### src/rtl/vga_timing_gen.sv
// VGA raster timing generator: pixel-rate divider, h/v counters, registered sync/blank decode.
// Optional frame counter enabled by defining VGA_FRAME_CNT_EN.
module vga_timing_gen #(
  parameter int unsigned CLK_DIV      = 4,
  parameter int unsigned H_TOTAL      = 800,
  parameter int unsigned V_TOTAL      = 525,
  parameter int unsigned H_SYNC       = 96,
  parameter int unsigned H_DISP_START = 144,
  parameter int unsigned H_DISP_END   = 784,
  parameter int unsigned V_SYNC       = 2,
  parameter int unsigned V_DISP_START = 35,
  parameter int unsigned V_DISP_END   = 515
) (
  input  logic        clk,
  input  logic        rst_n,
  output logic [9:0]  hCount,
  output logic [9:0]  vCount,
  output logic        hSync,
  output logic        vSync,
  output logic        bright,
  output logic        pix_en,
  output logic        line_start,
  output logic        frame_start,
  output logic [15:0] frame_count
);

  localparam int unsigned    DW       = $clog2(CLK_DIV);
  localparam logic [DW-1:0]  DIV_LAST = DW'(CLK_DIV - 1);
  localparam logic [9:0]     H_LAST   = 10'(H_TOTAL - 1);
  localparam logic [9:0]     V_LAST   = 10'(V_TOTAL - 1);
  localparam logic [9:0]     HS_END   = 10'(H_SYNC);
  localparam logic [9:0]     VS_END   = 10'(V_SYNC);
  localparam logic [9:0]     HD_START = 10'(H_DISP_START);
  localparam logic [9:0]     HD_END   = 10'(H_DISP_END);
  localparam logic [9:0]     VD_START = 10'(V_DISP_START);
  localparam logic [9:0]     VD_END   = 10'(V_DISP_END);

  logic [DW-1:0] div_cnt;
  logic          tick;
  logic [9:0]    h_nxt;
  logic [9:0]    v_nxt;
  logic          frame_wrap;

  assign tick       = (div_cnt == DIV_LAST);
  assign frame_wrap = (h_nxt == '0) && (v_nxt == '0);

  always_comb begin
    h_nxt = hCount + 10'd1;
    v_nxt = vCount;
    if (hCount == H_LAST) begin
      h_nxt = '0;
      v_nxt = (vCount == V_LAST) ? '0 : vCount + 10'd1;
    end
  end

  // Decode from the next counter values so flags land on the same edge as the counters.
  always_ff @(posedge clk or negedge rst_n) begin
    if (!rst_n) begin
      div_cnt     <= '0;
      hCount      <= H_LAST;
      vCount      <= V_LAST;
      hSync       <= 1'b0;
      vSync       <= 1'b0;
      bright      <= 1'b0;
      pix_en      <= 1'b0;
      line_start  <= 1'b0;
      frame_start <= 1'b0;
    end else begin
      div_cnt     <= tick ? '0 : div_cnt + DW'(1);
      pix_en      <= tick;
      line_start  <= tick && (h_nxt == '0);
      frame_start <= tick && frame_wrap;
      if (tick) begin
        hCount <= h_nxt;
        vCount <= v_nxt;
        hSync  <= (h_nxt < HS_END);
        vSync  <= (v_nxt < VS_END);
        bright <= (h_nxt >= HD_START) && (h_nxt < HD_END) &&
                  (v_nxt >= VD_START) && (v_nxt < VD_END);
      end
    end
  end

`ifdef VGA_FRAME_CNT_EN
  logic [15:0] frame_cnt_q;

  always_ff @(posedge clk or negedge rst_n) begin
    if (!rst_n) begin
      frame_cnt_q <= '0;
    end else if (tick && frame_wrap) begin
      frame_cnt_q <= frame_cnt_q + 16'd1;
    end
  end

  assign frame_count = frame_cnt_q;
`else
  assign frame_count = '0;
`endif

endmodule

### config.mk
export PLATFORM = sky130hd
export DESIGN_NAME = vga_timing_gen
export DESIGN_NICKNAME = d
export VERILOG_FILES = /design/src/rtl/vga_timing_gen.sv
export SDC_FILE = /design/constraint.sdc
export NUM_CORES = 1
export LEC_CHECK = 0
export ABC_AREA = 1
export ABC_CLOCK_PERIOD_IN_PS = 5600
export BUFFER_PORTS_ARGS = -buffer_cell sky130_fd_sc_hd__clkbuf_2
export CORE_UTILIZATION = 50
export DETAILED_ROUTE_END_ITERATION = 16
export PLACE_DENSITY = 0.72
export SLEW_MARGIN = 20
export SYNTH_ARGS = -nofsm -noshare
export SYNTH_HDL_FRONTEND = slang
export SYNTH_SLANG_ARGS = --single-unit
### constraint.sdc
create_clock -name clk -period 5.6 [get_ports clk]
set_clock_uncertainty 0.15 [all_clocks]
set_input_delay 1.12 -clock clk [delete_from_list [all_inputs] [get_ports clk]]
set_output_delay 1.12 -clock clk [all_outputs]
set_load 0.05 [all_outputs]
==> results.toml, run 1 <==
[floorplan]
design.die.area_sq_mm = 0.00411
floorplan.die.width_um = 64.1
die_height_um = 64.1
design.portCount = 44
num_rows = 22
effective_utilization_at_floorplan = 0.523
core_region_area_sq_mm = 0.00369

[routing]
drc_errors = 0
route.detailed.vias_per_inst = 4.96
drt-wirelength-per-cell_um = 11.4
initialDrtViolationCount = 120
drt.antenna.violating_nets = 0
detail_route.first_pass.iterations = 4
number_of_vias_after_detailed_routing = 1731
routed_wirelength_um = 3980

[clock_network]
cts_resized = 0
cts_post_setup_buffers_inserted = 0
cts_buffers = 3
cts.clk_slew.worst_paths_ns = 0.10
clkSinkCount = 28
insertion_delay_ns = 0.28
cts_tree = "built"
cts_max_level = 1
clock-root-buffer = "sky130_fd_sc_hd__clkbuf_8"
ctsHoldBuffers = 0
max-clock-path-buffers = 2

[layout]
syn_to_final_growth_pct = 9.73
layout-drive-gt1-share = 0.203
final_net_count = 309
n_fill_cell = 378
antenna-diode-count = 0

[pwr]
power.density_cell_area_mw_per_mm2 = 184
static-leakage-power_nw = 1.20
ir_worst_vdd_uv = 123

[setup_path]
timing.setup.critical_path_class = "register to output port"
critical_path.startpoint_type = "register"
critPathMaxFanout = 7
worst-endpoint-required_ns = 4.33
worst_setup_path_end_kind = "output port"
cpPeakStageDelay_ns = 0.62
crit_cells = 1
r2r_setup_slack_ns = 3.32
critPathSlowestCell = "sky130_fd_sc_hd__dfstp_2"
crit-reg2reg-launch = "hCount[0]"
path_cells = "clkbuf_2"
critPathArrivalTime_ns = 1.20
cp.buffers_inverters = 1
worstRegToRegCells = 12
r2r-end = "bright"
timing.critical_path.max_delay_family = "flip-flops"

[global_route]
grtUsageTotal = 0.214
number_of_antenna_violations_at_the_first_check_in_global_routing = 0
grt_first_pass_wirelength_um = 6920
grt_max_degree = 35
grt-ovfl-total = 0
via_count_of_the_first_global_routing_pass = 1507

[sta]
finalHoldWorstSlack_ns = 0.283
final_critical_path_share_of_the_clock_period = 0.440
fmax_mhz = 405
maxSlewViolCount = 0
setup_total_negative_slack_ns = 0
report.final.hold_viol_count = 0
post-route-min-period_ns = 2.47
tightest_slew_ns = 0.909
finalSetupViolCount = 0
worst_slew_margin_rel = 0.393
grt_setup_unrepaired = "false"

[synthesis]
synth_area_leaders = "sky130_fd_sc_hd__dfrtp_1, sky130_fd_sc_hd__nand2_1, sky130_fd_sc_hd__dfstp_2"
ys_ff_latch = 28
synth_largest_type_area_fraction = 0.233
post_synth_most_frequent_cells = "sky130_fd_sc_hd__nand2_1, sky130_fd_sc_hd__inv_1, sky130_fd_sc_hd__nor2_1"
synth_enable_flop_cells = 0
syn-cell-area_sq_mm = 0.00193
postSynth.topFlopCell = "sky130_fd_sc_hd__dfrtp_1"
ys_types = 28
synth_seq_area_share = 0.370
synth_most_common_cell = "sky130_fd_sc_hd__nand2_1"
post_synth.cell_area_avg_sq_um = 7.02
synthArstFlopShare = 1.00
syn-instance-count = 275
synth_area_leader_cell = "sky130_fd_sc_hd__dfrtp_1"
yosys_warnings = 0

[hold_path]
hold_path_depth = 1
holdCritStartpoint = "div_cnt[0]"
worst_hold_path_type = "register to register"
hold-path-endpoint = "div_cnt[0]"

[place]
gp_congestion = 0.907
placement.io_buffers = 27
dpl.hpwl_um = 2930

[run]
max_cap_violations = 0

[outcome]
outcome = "finished, final reports clean"
layout by cell type (no fill, tap or decap), drive strengths merged:
cell and n:
xor2 2, a21oi 1, nand2 93, o31ai 2, ha 5, bufinv 1, clkinv 1, inv 33
nand4 8, nor2 31, dfstp 10, o21ai 23, nand3 23, nor3 3, nand3b 1, dfrtp 18
conb 16, clkbuf 30
sequential cells by signal, summed over array words and instances (netlist names):
signal and count:
pix_en 1, hCount 10, vCount 10, line_start 1, bright 1, hSync 1
vSync 1, div_cnt 2, frame_start 1
through the flow:
| step | cell area, sq um | cells | util | setup WS, ns | total power [W] |
|---|---|---|---|---|---|
| after floorplan | 1990 | 290 | - | 3.38 | 0.000238 |
| after global placement | 2050 | 345 | 0.555 | 3.39 | 0.000234 |
| after detailed placement | 2050 | 345 | 0.555 | 3.36 | 0.000234 |
| after CTS | 2120 | 349 | 0.574 | 3.13 | 0.000396 |
| after global routing | 2120 | 349 | 0.574 | 3.09 | 0.000405 |
| final | 2120 | 349 | 0.574 | 3.13 | 0.000390 |
cell type report:
cell class	count	area, sq um	share of cell area
Timing Repair Buffer	27	135	0.0638
Sequential cell	28	713	0.337
Inverter	34	133	0.0626
Tap cell	48	60.1	0.0284
Clock inverter	1	30.0	0.0142
Clock buffer	3	41.3	0.0195
Multi-Input combinational cell	208	1000	0.475
kinds of logic after synthesis:
group           Yosys count  share of synthesized area
simple gates            159                      0.376
buf+inv                  54                      0.139
compound gates           26                     0.0720
fa+ha+maj                 5                     0.0324
flops                    28                      0.370
xor+xnor                  2                    0.00908
other cells               1                    0.00194
per-layer routing:
| layer | wire (um) | track usage |
|---|---|---|
| met1 | 1930 | 0.316 |
| met4 | 31 | 0.0417 |
| met5 | 0 | 0 |
| met3 | 223 | 0.0268 |
| met2 | 1790 | 0.336 |
worst max-delay path by stage:
stage / from / end
after floorplan: hCount[0] / bright
after CTS: hCount[4] / hCount[4]
after detailed placement: hCount[0] / bright
final: hCount[4] / hCount[4]
after global placement: hCount[0] / bright
after global routing: hCount[4] / hCount[4]
worst register-to-register path, delay by kind of cell, from the launching register on:
| kind | cells | cell delay, ns |
|---|---|---|
| AOI/OAI and AO/OA | 1 | 0.19 |
| DFF | 1 | 0.59 |
| and+or+nand+nor | 9 | 0.92 |
| buffers and inverters | 1 | 0.11 |
| adders and majority gates | 1 | 0.22 |
where the power goes:
| part | internal (W) | switching, W | leakage [nW] |
|---|---|---|---|
| Sequential | 0.000202 | 0 | 0.341 |
| Combinational | 0.000000237 | 0.0000269 | 0.826 |
| Clock | 0.0000957 | 0.0000644 | 0.0357 |
| Total | 0.000298 | 0.0000914 | 1.20 |
Note: power is estimated with default switching activity, not from simulation.
==> run 2, diff against run 1 <==
--- a/config.mk
+++ b/config.mk
@@ -6,11 +6,11 @@
 export NUM_CORES = 1
 export LEC_CHECK = 0
 export ABC_AREA = 1
-export ABC_CLOCK_PERIOD_IN_PS = 5600
+export ABC_CLOCK_PERIOD_IN_PS = 2100
 export BUFFER_PORTS_ARGS = -buffer_cell sky130_fd_sc_hd__clkbuf_2
-export CORE_UTILIZATION = 50
+export CORE_UTILIZATION = 49
 export DETAILED_ROUTE_END_ITERATION = 16
-export PLACE_DENSITY = 0.72
+export PLACE_DENSITY = 0.73
 export SLEW_MARGIN = 20
 export SYNTH_ARGS = -nofsm -noshare
 export SYNTH_HDL_FRONTEND = slang
==> constraint.sdc (replaced) <==
create_clock -name clk -period 2.1 [get_ports clk]
set_clock_uncertainty 0.15 [all_clocks]
set_input_delay 0.42 -clock clk [delete_from_list [all_inputs] [get_ports clk]]
set_output_delay 0.42 -clock clk [all_outputs]
set_load 0.05 [all_outputs]
==> run 2 against run 1 <==
The flow now finishes with violations (negative setup slack). Global-route usage grew 1.1 points. Die area grew 2.0%. Clock-buffer cell count is the same. Utilization grew 4.6 points. Flip-flop and latch count is the same. Critical path depth grew 12. Largest cell class unchanged.
==> results.toml, run 2 (synthesized netlist as in run 1, its figures left out) <==
[floorplan]
num_rows = 22
effective_utilization_at_floorplan = 0.519
design.portCount = 44
die_height_um = 64.8
floorplan.die.width_um = 64.8
design.die.area_sq_mm = 0.00419
core_region_area_sq_mm = 0.00372

[clock_network]
cts_buffers = 3
insertion_delay_ns = 0.28
cts.clk_slew.worst_paths_ns = 0.10
clkSinkCount = 28
max-clock-path-buffers = 2
cts_tree = "built"
ctsHoldBuffers = 0
cts_max_level = 1
clock-root-buffer = "sky130_fd_sc_hd__clkbuf_8"

[run]
max_cap_violations = 0

[sta]
final_critical_path_share_of_the_clock_period = 1.02
finalSetupViolCount = 2
fmax_mhz = 468
setup_total_negative_slack_ns = -0.0558
tightest_slew_ns = 0.701
grt_setup_unrepaired = "true"
report.final.hold_viol_count = 0
worst_slew_margin_rel = 0.532
fin_ws_ns = -0.0384
post-route-min-period_ns = 2.14
maxSlewViolCount = 0

[setup_path]
cpPeakStageDelay_ns = 0.65
critPathSlowestCell = "sky130_fd_sc_hd__dfstp_4"
timing.setup.critical_path_class = "register to register"
path_cells = "ha_4 > nand3_4 > inv_1 > nand4_1 > buf_4 > nor2_1 > nor2_4 > nand2_1 > nor2_1 > nand2_1 > nand2_1 > nand3_1 > nand2_1"
r2r_setup_slack_ns = -0.04
worst_setup_path_end_kind = "register"
setup.worst_path.start = "hCount[1]"
crit_cells = 13
endpoint = "bright"
cp.buffers_inverters = 2
critPathArrivalTime_ns = 2.17
r2r-end = "bright"
worst-endpoint-required_ns = 2.13
crit-reg2reg-launch = "hCount[1]"
critical_path.startpoint_type = "register"
worstRegToRegCells = 13
worst_path_most_repeated_cell = "sky130_fd_sc_hd__nand2_1"
timing.critical_path.max_delay_family = "simple AND/OR/NAND/NOR gates"
critPathMaxFanout = 3

[routing]
number_of_vias_after_detailed_routing = 1818
routed_wirelength_um = 4450
detail_route.first_pass.iterations = 4
route.detailed.vias_per_inst = 5.04
drc_errors = 0
drt.antenna.violating_nets = 0
drt-wirelength-per-cell_um = 12.3
initialDrtViolationCount = 104

[place]
post-place-ws_ns = -0.0855
dpl.hpwl_um = 3210
placement.io_buffers = 27
gp_congestion = 0.988

[pwr]
static-leakage-power_nw = 1.25
ir_worst_vdd_uv = 316
power.density_cell_area_mw_per_mm2 = 456

[global_route]
grt_first_pass_wirelength_um = 7320
number_of_antenna_violations_at_the_first_check_in_global_routing = 0
grt-ovfl-total = 0
via_count_of_the_first_global_routing_pass = 1618
global_route.usage.met3 = 0.0299
grt_most_used_layer = "met2"
grtUsageTotal = 0.224
met1_usage = 0.308
grt_use_met2 = 0.358
grt_max_degree = 29

[outcome]
outcome = "finished with violations"
violations = "negative setup slack"

[layout]
syn_to_final_growth_pct = 19.5
most-common-layout-cells = "sky130_fd_sc_hd__nand2_1, sky130_fd_sc_hd__inv_1, sky130_fd_sc_hd__clkbuf_2"
layout-drive-gt1-share = 0.291
reg.largest.list = "hCount: 10 flops, vCount: 10 flops, div_cnt: 2 flops"
layout_commonest_cell = "sky130_fd_sc_hd__nand2_1"
antenna-diode-count = 0
final_net_count = 321
n_fill_cell = 347

[hold_path]
worst_hold_path_type = "input port to asynchronous set/reset pin"
==> run 2: layout make-up <==
type                            instances  area (sq um)  share of cell area
Clock inverter                          1          30.0              0.0130
Multi-Input combinational cell        208          1090               0.472
Timing Repair inverter                  1          8.76             0.00380
Inverter                               34           133              0.0575
Clock buffer                            3          41.3              0.0179
Tap cell                               48          60.1              0.0261
Sequential cell                        28           723               0.314
Timing Repair Buffer                   38           221              0.0961
==> run 2: worst reg2reg max path, stage by stage, from the launching register on <==
cell                      delay, ns
sky130_fd_sc_hd__dfstp_4       0.65
sky130_fd_sc_hd__ha_4          0.15
sky130_fd_sc_hd__nand3_4       0.11
sky130_fd_sc_hd__inv_1         0.10
sky130_fd_sc_hd__nand4_1       0.12
sky130_fd_sc_hd__buf_4         0.17
sky130_fd_sc_hd__nor2_1        0.19
sky130_fd_sc_hd__nor2_4        0.06
sky130_fd_sc_hd__nand2_1       0.06
sky130_fd_sc_hd__nor2_1        0.04
sky130_fd_sc_hd__nand2_1       0.05
sky130_fd_sc_hd__nand2_1       0.05
sky130_fd_sc_hd__nand3_1       0.08
sky130_fd_sc_hd__nand2_1       0.05
==> run 2: report_power, final <==
part	leakage, nW	internal (W)	total [W]	switching [W]
Clock	0.0357	0.000256	0.000438	0.000182
Combinational	0.871	0.000000629	0.0000729	0.0000722
Sequential	0.339	0.000540	0.000540	0
==> run 2: worst min path at each step <==
| stage | endpoint | slack, ns | cells after the start |
|---|---|---|---|
| after floorplan | bright | -0.03 | 0 |
| after global placement | div_cnt[0] | 0.27 | 1 |
| after detailed placement | div_cnt[0] | 0.28 | 1 |
| after CTS | pix_en | 0.04 | 1 |
| after global routing | pix_en | 0.08 | 1 |
| final | pix_en | 0.01 | 1 |
==> run 2: timing repair <==
item | 4_1_cts | 5_1_grt
setup endpoints to repair | 3 | 3
resized for setup | 5 | 13
pin swaps | 2 | 4
hold endpoints to repair | 0 | 0
cloned | 1 | 0
setup buffers | 1 | 0
==> run 2: per-stage QoR <==
step	area, sq um	total power (W)	std cells	utilization	hold WS (ns)
4_1_cts	2270	0.00106	361	0.610	0.0363
3_3_place_gp	2160	0.000623	355	0.581	0.268
5_1_grt	2300	0.00108	361	0.620	0.0751
2_1_floorplan	2030	0.000635	290	-	-0.0256
6_report	2300	0.00105	361	0.620	0.0133
3_5_place_dp	2160	0.000623	355	0.581	0.282
==> run 2: layer usage <==
layer  up-vias  wire (um)  part of all wire
met1       837       2010              0.45
met5         -          0                 0
met2        60       2160              0.49
met3         6        237             0.053
met4         0         48             0.011
li1        915          -                 -
==> run 3, diff against run 2 <==
--- a/config.mk
+++ b/config.mk
@@ -11,6 +11,7 @@
 export CORE_UTILIZATION = 49
 export DETAILED_ROUTE_END_ITERATION = 16
 export PLACE_DENSITY = 0.73
+export SKIP_LAST_GASP = 1
 export SLEW_MARGIN = 20
 export SYNTH_ARGS = -nofsm -noshare
 export SYNTH_HDL_FRONTEND = slang
==> run 3 against run 2 <==
The run still ends with negative setup slack left. Flip-flop and latch count unchanged. Register-to-register slack about the same. Via count down 0.55%. Clock power about the same. Worst setup slack about the same. Critical path depth unchanged. Total power down 0.15%. Non-clock buffer count unchanged. Critical path type unchanged.
==> results.toml, run 3 (synthesized netlist as in run 1, its figures left out) <==
[outcome]
outcome = "finished with violations"
violations = "negative setup slack"

[setup_path]
worstRegToRegCells = 13
cp.buffers_inverters = 2
critPathSlowestCell = "sky130_fd_sc_hd__dfstp_4"
critPathMaxFanout = 3
worst-endpoint-required_ns = 2.13
timing.setup.critical_path_class = "register to register"
path_cells = "ha_4 > nand3_4 > inv_1 > nand4_1 > buf_4 > nor2_1 > nor2_4 > nand2_1 > nor2_1 > nand2_1 > nand2_1 > nand3_1 > nand2_1"
critPathArrivalTime_ns = 2.17
critical_path.startpoint_type = "register"
timing.critical_path.max_delay_family = "simple AND/OR/NAND/NOR gates"
cpPeakStageDelay_ns = 0.65
crit_cells = 13
worst_setup_path_end_kind = "register"
worst_path_most_repeated_cell = "sky130_fd_sc_hd__nand2_1"

[sta]
post-route-min-period_ns = 2.14
worst_slew_margin_rel = 0.532
finalSetupViolCount = 2
tightest_slew_ns = 0.701
maxSlewViolCount = 0
fin_ws_ns = -0.0386
final_critical_path_share_of_the_clock_period = 1.02
fmax_mhz = 468
report.final.hold_viol_count = 0
grt_setup_unrepaired = "true"

[clock_network]
ctsHoldBuffers = 0
insertion_delay_ns = 0.28
cts_buffers = 3
cts_max_level = 1
clkSinkCount = 28
cts.clk_slew.worst_paths_ns = 0.10
clock-root-buffer = "sky130_fd_sc_hd__clkbuf_8"
cts_tree = "built"
max-clock-path-buffers = 2

[floorplan]
num_rows = 22
die_height_um = 64.8
effective_utilization_at_floorplan = 0.519
core_region_area_sq_mm = 0.00372
design.die.area_sq_mm = 0.00419
floorplan.die.width_um = 64.8
design.portCount = 44

[run]
max_cap_violations = 0

[pwr]
static-leakage-power_nw = 1.25
power.density_cell_area_mw_per_mm2 = 457
ir_worst_vdd_uv = 317
report.power.total_w = 0.00105

[layout]
syn_to_final_growth_pct = 19.1
layout_commonest_cell = "sky130_fd_sc_hd__nand2_1"
final_net_count = 321
seqCellArea_sq_um = 723
n_fill_cell = 346
antenna-diode-count = 0
reg.largest.list = "hCount: 10 flops, vCount: 10 flops, div_cnt: 2 flops"
multiInputGateArea_sq_mm = 0.00108
layout-drive-gt1-share = 0.278
most-common-layout-cells = "sky130_fd_sc_hd__nand2_1, sky130_fd_sc_hd__inv_1, sky130_fd_sc_hd__clkbuf_2"

[global_route]
grt_first_pass_wirelength_um = 7320
via_count_of_the_first_global_routing_pass = 1618
number_of_antenna_violations_at_the_first_check_in_global_routing = 0
grt-ovfl-total = 0
grt_max_degree = 29
grtUsageTotal = 0.224

[place]
post-place-ws_ns = -0.0855
placement.io_buffers = 27
dpl.hpwl_um = 3210
gp_congestion = 0.988

[routing]
route.detailed.vias_per_inst = 5.01
detail_route.first_pass.iterations = 4
initialDrtViolationCount = 118
routed_wirelength_um = 4420
drc_errors = 0
drt.antenna.violating_nets = 0
number_of_vias_after_detailed_routing = 1808
drt-wirelength-per-cell_um = 12.2

[hold_path]
worst_hold_path_type = "input port to asynchronous set/reset pin"
[run 3: cell type report]
type	instances	area share
Timing Repair inverter	1	0.00381
Clock inverter	1	0.0131
Tap cell	48	0.0261
Multi-Input combinational cell	208	0.470
Clock buffer	3	0.0180
Sequential cell	28	0.315
Inverter	34	0.0577
Timing Repair Buffer	38	0.0964
[run 3: through the flow]
stage	instance area, sq um	cells	hold WS (ns)	TNS (ns)	utilization
6_report	2300	361	0.0140	-0.0532	0.618
2_1_floorplan	2030	290	-0.0256	-0.00139	-
3_3_place_gp	2160	355	0.268	-0.0804	0.581
3_5_place_dp	2160	355	0.282	-0.212	0.581
5_1_grt	2300	361	0.0751	-0.391	0.618
4_1_cts	2270	361	0.0363	0	0.610
[run 3: worst reg2reg max path: cells and delay by family, from the launching register on]
| kind | cells | cell delay (ns) |
|---|---|---|
| buf+inv | 2 | 0.28 |
| flops | 1 | 0.65 |
| fa+ha+maj | 1 | 0.15 |
| simple gates | 10 | 0.82 |
[run 3: repair_timing]
item / CTS / global route
resized for setup: 5 / 9
buffers inserted: 1 / 0
pin swaps: 2 / 4
endpoints found under the hold margin: 0 / 0
endpoints found under the setup margin: 3 / 3
cloned: 1 / 0
[run 3: worst paths after layout]
kind	slack, ns	start	endpoint
hold reg to reg	0.29	div_cnt[0]	div_cnt[0]
hold / removal	0.01	rst_n	pix_en
max in group asynchronous	1.29	rst_n	vCount[0]
setup reg to reg	-0.04	hCount[1]	bright
setup / recovery	-0.04	hCount[1]	bright
min in group clk	0.29	div_cnt[0]	div_cnt[0]
[run 3: routing by layer]
layer,share of wire,vias up,global-route usage
met5,0,-,0
met4,0.011,0,0.0833
met3,0.060,6,0.0299
met2,0.48,67,0.358
met1,0.44,823,0.308
li1,-,912,-
[run 3: power by group]
| group | switching, W | leakage (nW) | internal, W |
|---|---|---|---|
| registers | 0 | 0.339 | 0.000540 |
| clock network | 0.000181 | 0.0357 | 0.000256 |
| logic | 0.0000722 | 0.874 | 0.000000629 |
| total | 0.000253 | 1.25 | 0.000796 |
